## src/rtl/cbrt_seq.sv

```systemverilog
`default_nettype none
// ============================================================================
//  Module   : cbrt_seq
//  Purpose  : Sequential integer cube root, result = floor(cbrt(x)),
//             remainder = x - result^3. Digit-by-digit method, 3 operand bits
//             per result bit. All additions go through an external shared
//             adder (sum_in_a + sum_in_b -> sum_out).
//  Revision : 1.0 - initial release
// ============================================================================
module cbrt_seq #(
  parameter int WIDTH = 8,
  parameter int Y_W   = (WIDTH + 2) / 3,
  parameter int SUM_W = 16
) (
  input  logic             clk,
  input  logic             rst,
  input  logic             start,
  input  logic [WIDTH-1:0] x_i,
  output logic             busy,
  output logic             done,
  output logic [Y_W-1:0]   result,
  output logic [WIDTH-1:0] remainder,
  output logic [SUM_W-1:0] sum_in_a,
  output logic [SUM_W-1:0] sum_in_b,
  input  logic [SUM_W-1:0] sum_out
);

  // Shift amount s runs 3*(Y_W-1) .. 0, multiplier step k runs 0 .. Y_W-1.
  localparam int S_W = $clog2(3 * Y_W + 1);
  localparam int K_W = $clog2(Y_W + 1);

  localparam logic [S_W-1:0] S_INIT = S_W'(3 * (Y_W - 1));
  localparam logic [K_W-1:0] K_LAST = K_W'(Y_W - 1);

  // Parameter sanity, caught at elaboration.
  if (WIDTH < 3) begin : g_chk_width
    $error("cbrt_seq: WIDTH must be at least 3");
  end
  if (Y_W != (WIDTH + 2) / 3) begin : g_chk_yw
    $error("cbrt_seq: Y_W is derived from WIDTH and must not be overridden");
  end
  if (SUM_W < 3 * Y_W + 3) begin : g_chk_sumw
    $error("cbrt_seq: SUM_W must be at least 3*Y_W+3");
  end

  typedef enum logic [2:0] {
    ST_IDLE   = 3'd0,
    ST_SHIFT  = 3'd1,
    ST_MUL    = 3'd2,
    ST_TRIPLE = 3'd3,
    ST_SUB    = 3'd4
  } state_t;

  state_t           state_q;
  logic [WIDTH-1:0] rem_q;
  logic [Y_W-1:0]   y_q;
  logic [SUM_W-1:0] acc_q;
  logic [S_W-1:0]   s_q;
  logic [K_W-1:0]   k_q;
  logic             busy_q;
  logic             done_q;
  logic [Y_W-1:0]   result_q;
  logic [WIDTH-1:0] remainder_q;

  // Multiplier partial product. y is even in MUL (freshly doubled), so y+1
  // is simply y with bit 0 set -- no carry, no adder needed.
  logic [Y_W-1:0]   yp1;
  logic [Y_W-1:0]   kmask;
  logic             pp_bit;
  logic [SUM_W-1:0] pp;

  // Trial subtrahend. acc = 3*y*(y+1) is even, so acc+1 is acc with bit 0 set.
  logic [SUM_W-1:0] trial_b;

  // Outcome of the trial subtraction in SUB.
  logic             take;
  logic [WIDTH-1:0] rem_d;
  logic [Y_W-1:0]   y_d;

  assign yp1     = y_q | Y_W'(1);
  assign kmask   = Y_W'(1) << k_q;
  assign pp_bit  = |(yp1 & kmask);
  assign pp      = pp_bit ? (SUM_W'(y_q) << k_q) : '0;
  assign trial_b = (acc_q | SUM_W'(1)) << s_q;

  // A non-negative difference means rem >= b: accept the digit.
  assign take  = ~sum_out[SUM_W-1];
  assign rem_d = take ? sum_out[WIDTH-1:0] : rem_q;
  assign y_d   = y_q | Y_W'(take);

  // Route the shared adder operands for the current state; zero when idle.
  always_comb begin
    sum_in_a = '0;
    sum_in_b = '0;
    unique case (state_q)
      ST_MUL: begin
        sum_in_a = acc_q;
        sum_in_b = pp;
      end
      ST_TRIPLE: begin
        sum_in_a = acc_q;
        sum_in_b = {acc_q[SUM_W-2:0], 1'b0};
      end
      ST_SUB: begin
        sum_in_a = SUM_W'(rem_q);
        sum_in_b = ~trial_b + SUM_W'(1);
      end
      default: begin
        sum_in_a = '0;
        sum_in_b = '0;
      end
    endcase
  end

  // Control FSM with datapath registers and registered outputs.
  always_ff @(posedge clk or negedge rst) begin
    if (!rst) begin
      state_q     <= ST_IDLE;
      rem_q       <= '0;
      y_q         <= '0;
      acc_q       <= '0;
      s_q         <= '0;
      k_q         <= '0;
      busy_q      <= 1'b0;
      done_q      <= 1'b0;
      result_q    <= '0;
      remainder_q <= '0;
    end else begin
      done_q <= 1'b0;
      unique case (state_q)
        ST_IDLE: begin
          if (start) begin
            rem_q   <= x_i;
            y_q     <= '0;
            s_q     <= S_INIT;
            busy_q  <= 1'b1;
            state_q <= ST_SHIFT;
          end
        end
        ST_SHIFT: begin
          y_q     <= y_q << 1;
          acc_q   <= '0;
          k_q     <= '0;
          state_q <= ST_MUL;
        end
        ST_MUL: begin
          // Fixed Y_W steps so latency never depends on operand bits.
          acc_q <= sum_out;
          if (k_q == K_LAST) begin
            state_q <= ST_TRIPLE;
          end else begin
            k_q <= k_q + K_W'(1);
          end
        end
        ST_TRIPLE: begin
          acc_q   <= sum_out;
          state_q <= ST_SUB;
        end
        ST_SUB: begin
          rem_q <= rem_d;
          y_q   <= y_d;
          if (s_q == '0) begin
            // Last digit: publish and return to idle on the same edge.
            result_q    <= y_d;
            remainder_q <= rem_d;
            busy_q      <= 1'b0;
            done_q      <= 1'b1;
            state_q     <= ST_IDLE;
          end else begin
            s_q     <= s_q - S_W'(3);
            state_q <= ST_SHIFT;
          end
        end
        default: begin
          state_q <= ST_IDLE;
          busy_q  <= 1'b0;
        end
      endcase
    end
  end

  assign busy      = busy_q;
  assign done      = done_q;
  assign result    = result_q;
  assign remainder = remainder_q;

endmodule
`default_nettype wire

```

## config.mk

```make
export PLATFORM = sky130hd
export DESIGN_NAME = cbrt_seq
export DESIGN_NICKNAME = d
export VERILOG_FILES = /design/src/rtl/cbrt_seq.sv
export SDC_FILE = /design/constraint.sdc
export NUM_CORES = 1
export LEC_CHECK = 0
export ABC_CLOCK_PERIOD_IN_PS = 4070
export CAP_MARGIN = 20
export CORE_ASPECT_RATIO = 1.5
export CORE_MARGIN = 2
export CORE_UTILIZATION = 40
export DETAILED_ROUTE_END_ITERATION = 10
export SYNTH_ARGS = -nofsm -noshare
export SYNTH_HDL_FRONTEND = slang
export SYNTH_SLANG_ARGS = --single-unit
```

## constraint.sdc

```tcl
create_clock -name clk -period 4.07 [get_ports clk]
set_input_delay 0.814 -clock clk [delete_from_list [all_inputs] [get_ports clk]]
set_output_delay 0.814 -clock clk [all_outputs]
set_load 0.02 [all_outputs]
```

# Word level (Yosys, flattened, before mapping)
# Index checks and enable logic that the tools add are counted.
# W data, S select, Z words.
dict set report op_classes {
  add_sub_neg 3
  eq_ne 10
  n_shift 3
  mux 23
  n_bitwise 5
  reduce_logical 16
}
# op count
set op_table {}
lappend op_table {{$pmux W16 S2} 2}
lappend op_table {{$pmux W16 S3} 1}
lappend op_table {{$add A16 B1 Y16 const B} 1}
lappend op_table {{$mux W16} 1}
lappend op_table {{$mux W8} 2}
lappend op_table {{$not A16 Y16} 1}
lappend op_table {{$pmux W8 S2} 1}
lappend op_table {{$shl A16 B4 Y16} 1}
lappend op_table {{$shl A3 B2 Y16} 1}
lappend op_table {{$pmux W3 S5} 1}
lappend op_table {{$ne A2 B2 Y1 const B} 5}
lappend op_table {{$reduce_and A2 Y1} 5}
lappend op_table {{$mux W3} 3}
lappend op_table {{$pmux W3 S3} 1}
lappend op_table {{$mux W4} 2}
lappend op_table {{$pmux W4 S2} 1}
lappend op_table {{$eq A3 B2 Y1 const B} 2}
lappend op_table {{$reduce_and A3 Y1} 2}
lappend op_table {{$reduce_bool A2 Y1} 3}
lappend op_table {{$reduce_or A3 Y1} 2}
lappend op_table {{$mux W1} 5}
lappend op_table {{$logic_not A4 Y1} 1}
lappend op_table {{$pmux W2 S2} 1}
lappend op_table {{$sub A4 B2 Y4 const B} 1}
lappend op_table {{other kinds (13)} 14}
dict set report totals {
  register_bits 49
  wordCells 70
}

# Longest topological paths before layout
dict set report depth {
  word_depth 5
  depth_mapped 12
  depth_no_buf 9
}

# Worst setup path before layout
# Ideal clock, no wire load.
dict set report synth_path {
  path_kind {reg2out}
  startpoint {register s_q[0]}
  endpoint {output sum_in_b[15]}
  arrival_time_ns 2.707
  slack_ns 0.549
  path_stages_with_launch 12
  n_path_buf 3
  path_cell_list {dfrtp_1 buf_6 inv_1 buf_2 ha_1 clkbuf_1 a21o_1 a22o_1 nor4_4 nand2_2 o21a_1 o31ai_1}
}
dict set report synth_between {
  elab_chain_cells 4
}
# item line
set synth_lines {}
lappend synth_lines {{from (decl)} 58} ;# logic [S_W-1:0] s_q;
lappend synth_lines {{from (signal assigned)} 170} ;# s_q <= s_q - S_W'(3);
lappend synth_lines {{$shl A16 B4 Y16} 84} ;# assign trial_b = (acc_q | SUM_W'(1)) << s_q;
lappend synth_lines {{$not A16 Y16} 106} ;# sum_in_b = ~trial_b + SUM_W'(1);
lappend synth_lines {{$add A16 B1 Y16} 106}
lappend synth_lines {{$pmux W16 S3} 95} ;# unique case (state_q)
lappend synth_lines {{to (decl)} 24} ;# output logic [SUM_W-1:0] sum_in_b,
# Every way passes these cells.

# Worst setup path in the final report
dict set report layout_path {
  startpoint {register s_q[1]}
  endpoint {output sum_in_b[15]}
}
# The elaborated chain is that of the path after synthesis.

==> summary.md <==
| Metric | Value |
|---|---|
| Synthesized instance count | 459 |
| Largest net degree at the start of global routing | 39 |
| Longest Clk Path Bufs | 2 |
| Final Hold Vio Count | 0 |
| Cell taking the most area after synthesis | dfrtp_1 |
| Asr flop ratio synth | 100% |
| Nets | 579 |
| Vias per cell | 5.90 |
| Global route total overflow | 0 |
| Mapped Nets | just under 500 |
| Drt total wl | 12.3 mm |
| Synth unique cells | 65 |
| Layout fillers | 897 |
| Worst min path class | in2async |
| Arr. time, crit path | about 3.1 ns |
| Leading cell type by number of instances after synthesis | dfrtp_1 |
| DP Wirelength | roughly 9.4 mm |
| Tot GR Track Use | 23.1% |
| Die height | 124 µm |
| Reg clk slew, reported paths | 0.06 ns |
| Part of the cycle the worst path needs | 96.6% |
| Area Overhead vs Synth | 31.1% |
| CP Data Required Time | about 3.3 ns |
| Routed Antenna Nets | 0 |
| Remaining DRCs | 0 |
| Final setup viols | 0 |
| FP Rows | between 40 and 50 |
| I/O pin count | 72 |
| Worst vdd ir | 428 µV |
| Pwr Density | about 800 nW/µm² |
| Critical Path Max Stage Delay | 0.47 ns |
| Fmax | 254 MHz |
| Util after Layout | 54.4% |
| Ys Warns | 0 |
| GP Congestion | 1.01 |
| Worst setup SP type | flop |
| Commonest cells in the netlist | dfrtp_1 (49), nand2_1 (45), nor2_1 (38) |
| Crit path max-delay family | compound AO/OA/AOI/OAI gates |
| Lkg Pwr | 2.18 nW |
| Via Count | about 3900 |
| WL/cell | 18.7 µm |
| Ant. Diodes | 0 |
| CP Class | reg2out |
| Initial Utilization | 41.5% |
| Synth Flop Type | dfrtp_1 |
| CTS Sinks | 49 |
| Status | complete, no violations |
| DP Worst Slack | 0.110 ns |
| Worst hold slack | roughly 0.39 ns |
| CP Cell Sequence | buf_4, mux2_4, a22o_1, a221o_1, nor4_4, nand3_2, o21a_1, o31ai_1, clkdlybuf4s15_1 |
| Yosys reg bits | 49 |
| Mux share of post-synthesis cell area | 11.3% |
| Number of antenna violations at the first check in global routing | 0 |
| TritonCTS clock tree | yes |
| Critical path buffer and inverter count | 2 |
| First-pass GRT wire length | 19.6 mm |
| Crit path max fanout | 10 |
| Synth top area share | 31.8% |
| Vias in the first global route | roughly 3900 |
| Worst slew pin tran | between 1 and 1.5 ns |
| CP max stage cell | dfrtp_2 |
| Die ar. | 10500 µm² |
| Layout cells sized above 1 | 16.5% |
| Area of the multi-input gates | 2410 µm² |
| Slew headroom | about 23% |
| Core Footprint | 9310 µm² |
| Die width | 84.2 µm |
| CTS H-Tree Depth | 2 |
| Iteration-0 DRC Markers | approximately 200 |
| Netlist Area Pre-Place | 3860 µm² |
| Register area share after synthesis | 31.8% |
| Latest clock arrival within the worst-skew pair | 0.29 ns |
| Final Max Tran Viols | 0 |
| RSZ-0062 raised after global routing | false |
| Post-place instance area | between 4000 and 5000 µm² |
| # port buffers | 71 |
| Setup Skew | 0.00559 ns |
| Post-route minimum period | ~3.9 ns |
| Setup TNS after final layout | 0 ns |
| Xor-xnor portion of the synthesized cell area | under 10% |
| Maximum Capacitance Violations | 0 |
| Post-synthesis adder-cell area fraction | under 10% |
| Root buffer cell | clkbuf_16 |
| Setup slack after layout | 0.138 ns |
| Worst setup EP type | output pin |
| Compound-gate portion of the synthesized area | 25.6% |
| DRT Pass-1 Iters | 4 |
| Cts bufs inserted | 5 |
| Simple-gate share of the synthesized area | slightly above 20% |
| Avg Cell Area, Syn | 8.41 µm² |
| Seq. cell area | between 1000 and 1500 µm² |
| Largest family of logic cells by synthesized area | compound AO/OA/AOI/OAI gates |
| Post-synth EDFFs | 0 |
| Design area | 5060 µm² |
| Synth area leaders | dfrtp_1 (32%), mux2i_1 (5.2%), a22o_1 (5.0%) |
## cell families after synthesis
family,count (synthesis)
adder cells (fa/ha/maj),7
AND/OR/NAND/NOR,156
XOR/XNOR,10
AO/OA/AOI/OAI,146
buffers and inverters,56
multiplexers,35
flip-flops,49
## cells in the final DEF (no fill, tap or decap), types with 4 or more instances in the layout
cell and n:
clkdlybuf4s50_1 61, buf_4 48, dfrtp_1 46, nand2_1 45, nor2_1 37, a21oi_1 35, o21ai_0 24, a22o_1 22
mux2i_1 20, nor3_1 16, inv_1 15, o22ai_1 12, and2_1 10, nand3_1 10, o21ai_1 9, nor2b_1 8
mux2_2 7, xnor2_1 7, ha_1 7, mux4_2 5, and3_1 5, a22oi_1 5, clkbuf_16 5, dlygate4sd2_1 5
o31ai_1 4
## routing by layer
metal	share of wire (%)	up-vias	track usage, %
met5	0	-	0
met4	4.3	0	10.8
met3	2.4	31	2.52
met2	52	97	41.7
met1	41	1893	26.9
li1	-	1862	-
## registers in the layout, indices dropped and copies added, names as in the netlist
signal / count
acc_q: 16
busy: 1
done: 1
k_q: 2
rem_q: 8
remainder: 8
result: 3
s_q: 4
state_q: 3
y_q: 3
## worst reg2reg max path: stages, from the launching register on
cell	delay, ns
dfrtp_1	0.45
nor2_1	0.32
nand2_1	0.53
nor2_1	0.31
buf_4	0.28
mux2_2	0.36
## through the flow
step,cells,power (mW)
floorplan,459,2.63
global placement,649,3.59
detailed placement,649,3.62
CTS,658,4.07
global route,658,4.36
finish,658,4.07
## final cells by class
type	instances	share of cell area (%)
clock buffers	6	2.74
clock inverters	2	0.272
inverters	16	1.19
multi-input cells	354	47.6
flip-flops and latches	49	24.3
well taps	112	2.77
repair buffers	119	21.1
## what timing repair did
action | in CTS | in global routing
pin swaps | 1 | 1
buffers inserted | 1 | 0
gates cloned | 0 | 0
hold buffers | 0 | 0
resized for setup | 9 | 6
setup endpoints to repair | 9 | 5
endpoints found under the hold margin | 0 | 0
## report_power, final
part | internal, mW | total, mW | switching, mW
Combinational | 1.25 | 2.70 | 1.44
Clock | 0.245 | 0.424 | 0.180
Sequential | 0.654 | 0.947 | 0.293
## path summary, 6_finish.rpt
kind / from / endpoint / slack [ns] / depth (start not counted)
worst min register to register: result[1]$_DFFE_PN0P_ / result[1]$_DFFE_PN0P_ / 0.51 / 1
max in group asynchronous: rst / acc_q[2]$_DFFE_PN0P_ / 2.89 / 2
min in group clk: result[1]$_DFFE_PN0P_ / result[1]$_DFFE_PN0P_ / 0.51 / 1
worst max-delay path: s_q[1]$_DFFE_PN0P_ / sum_in_b[15] / 0.14 / 9
worst max register to register: state_q[1]$_DFFE_PN0P_ / result[2]$_DFFE_PN0P_ / 1.70 / 5
worst min-delay path: rst / result[1]$_DFFE_PN0P_ / 0.39 / 1
No activity file was read; power rests on OpenSTA's default activity.
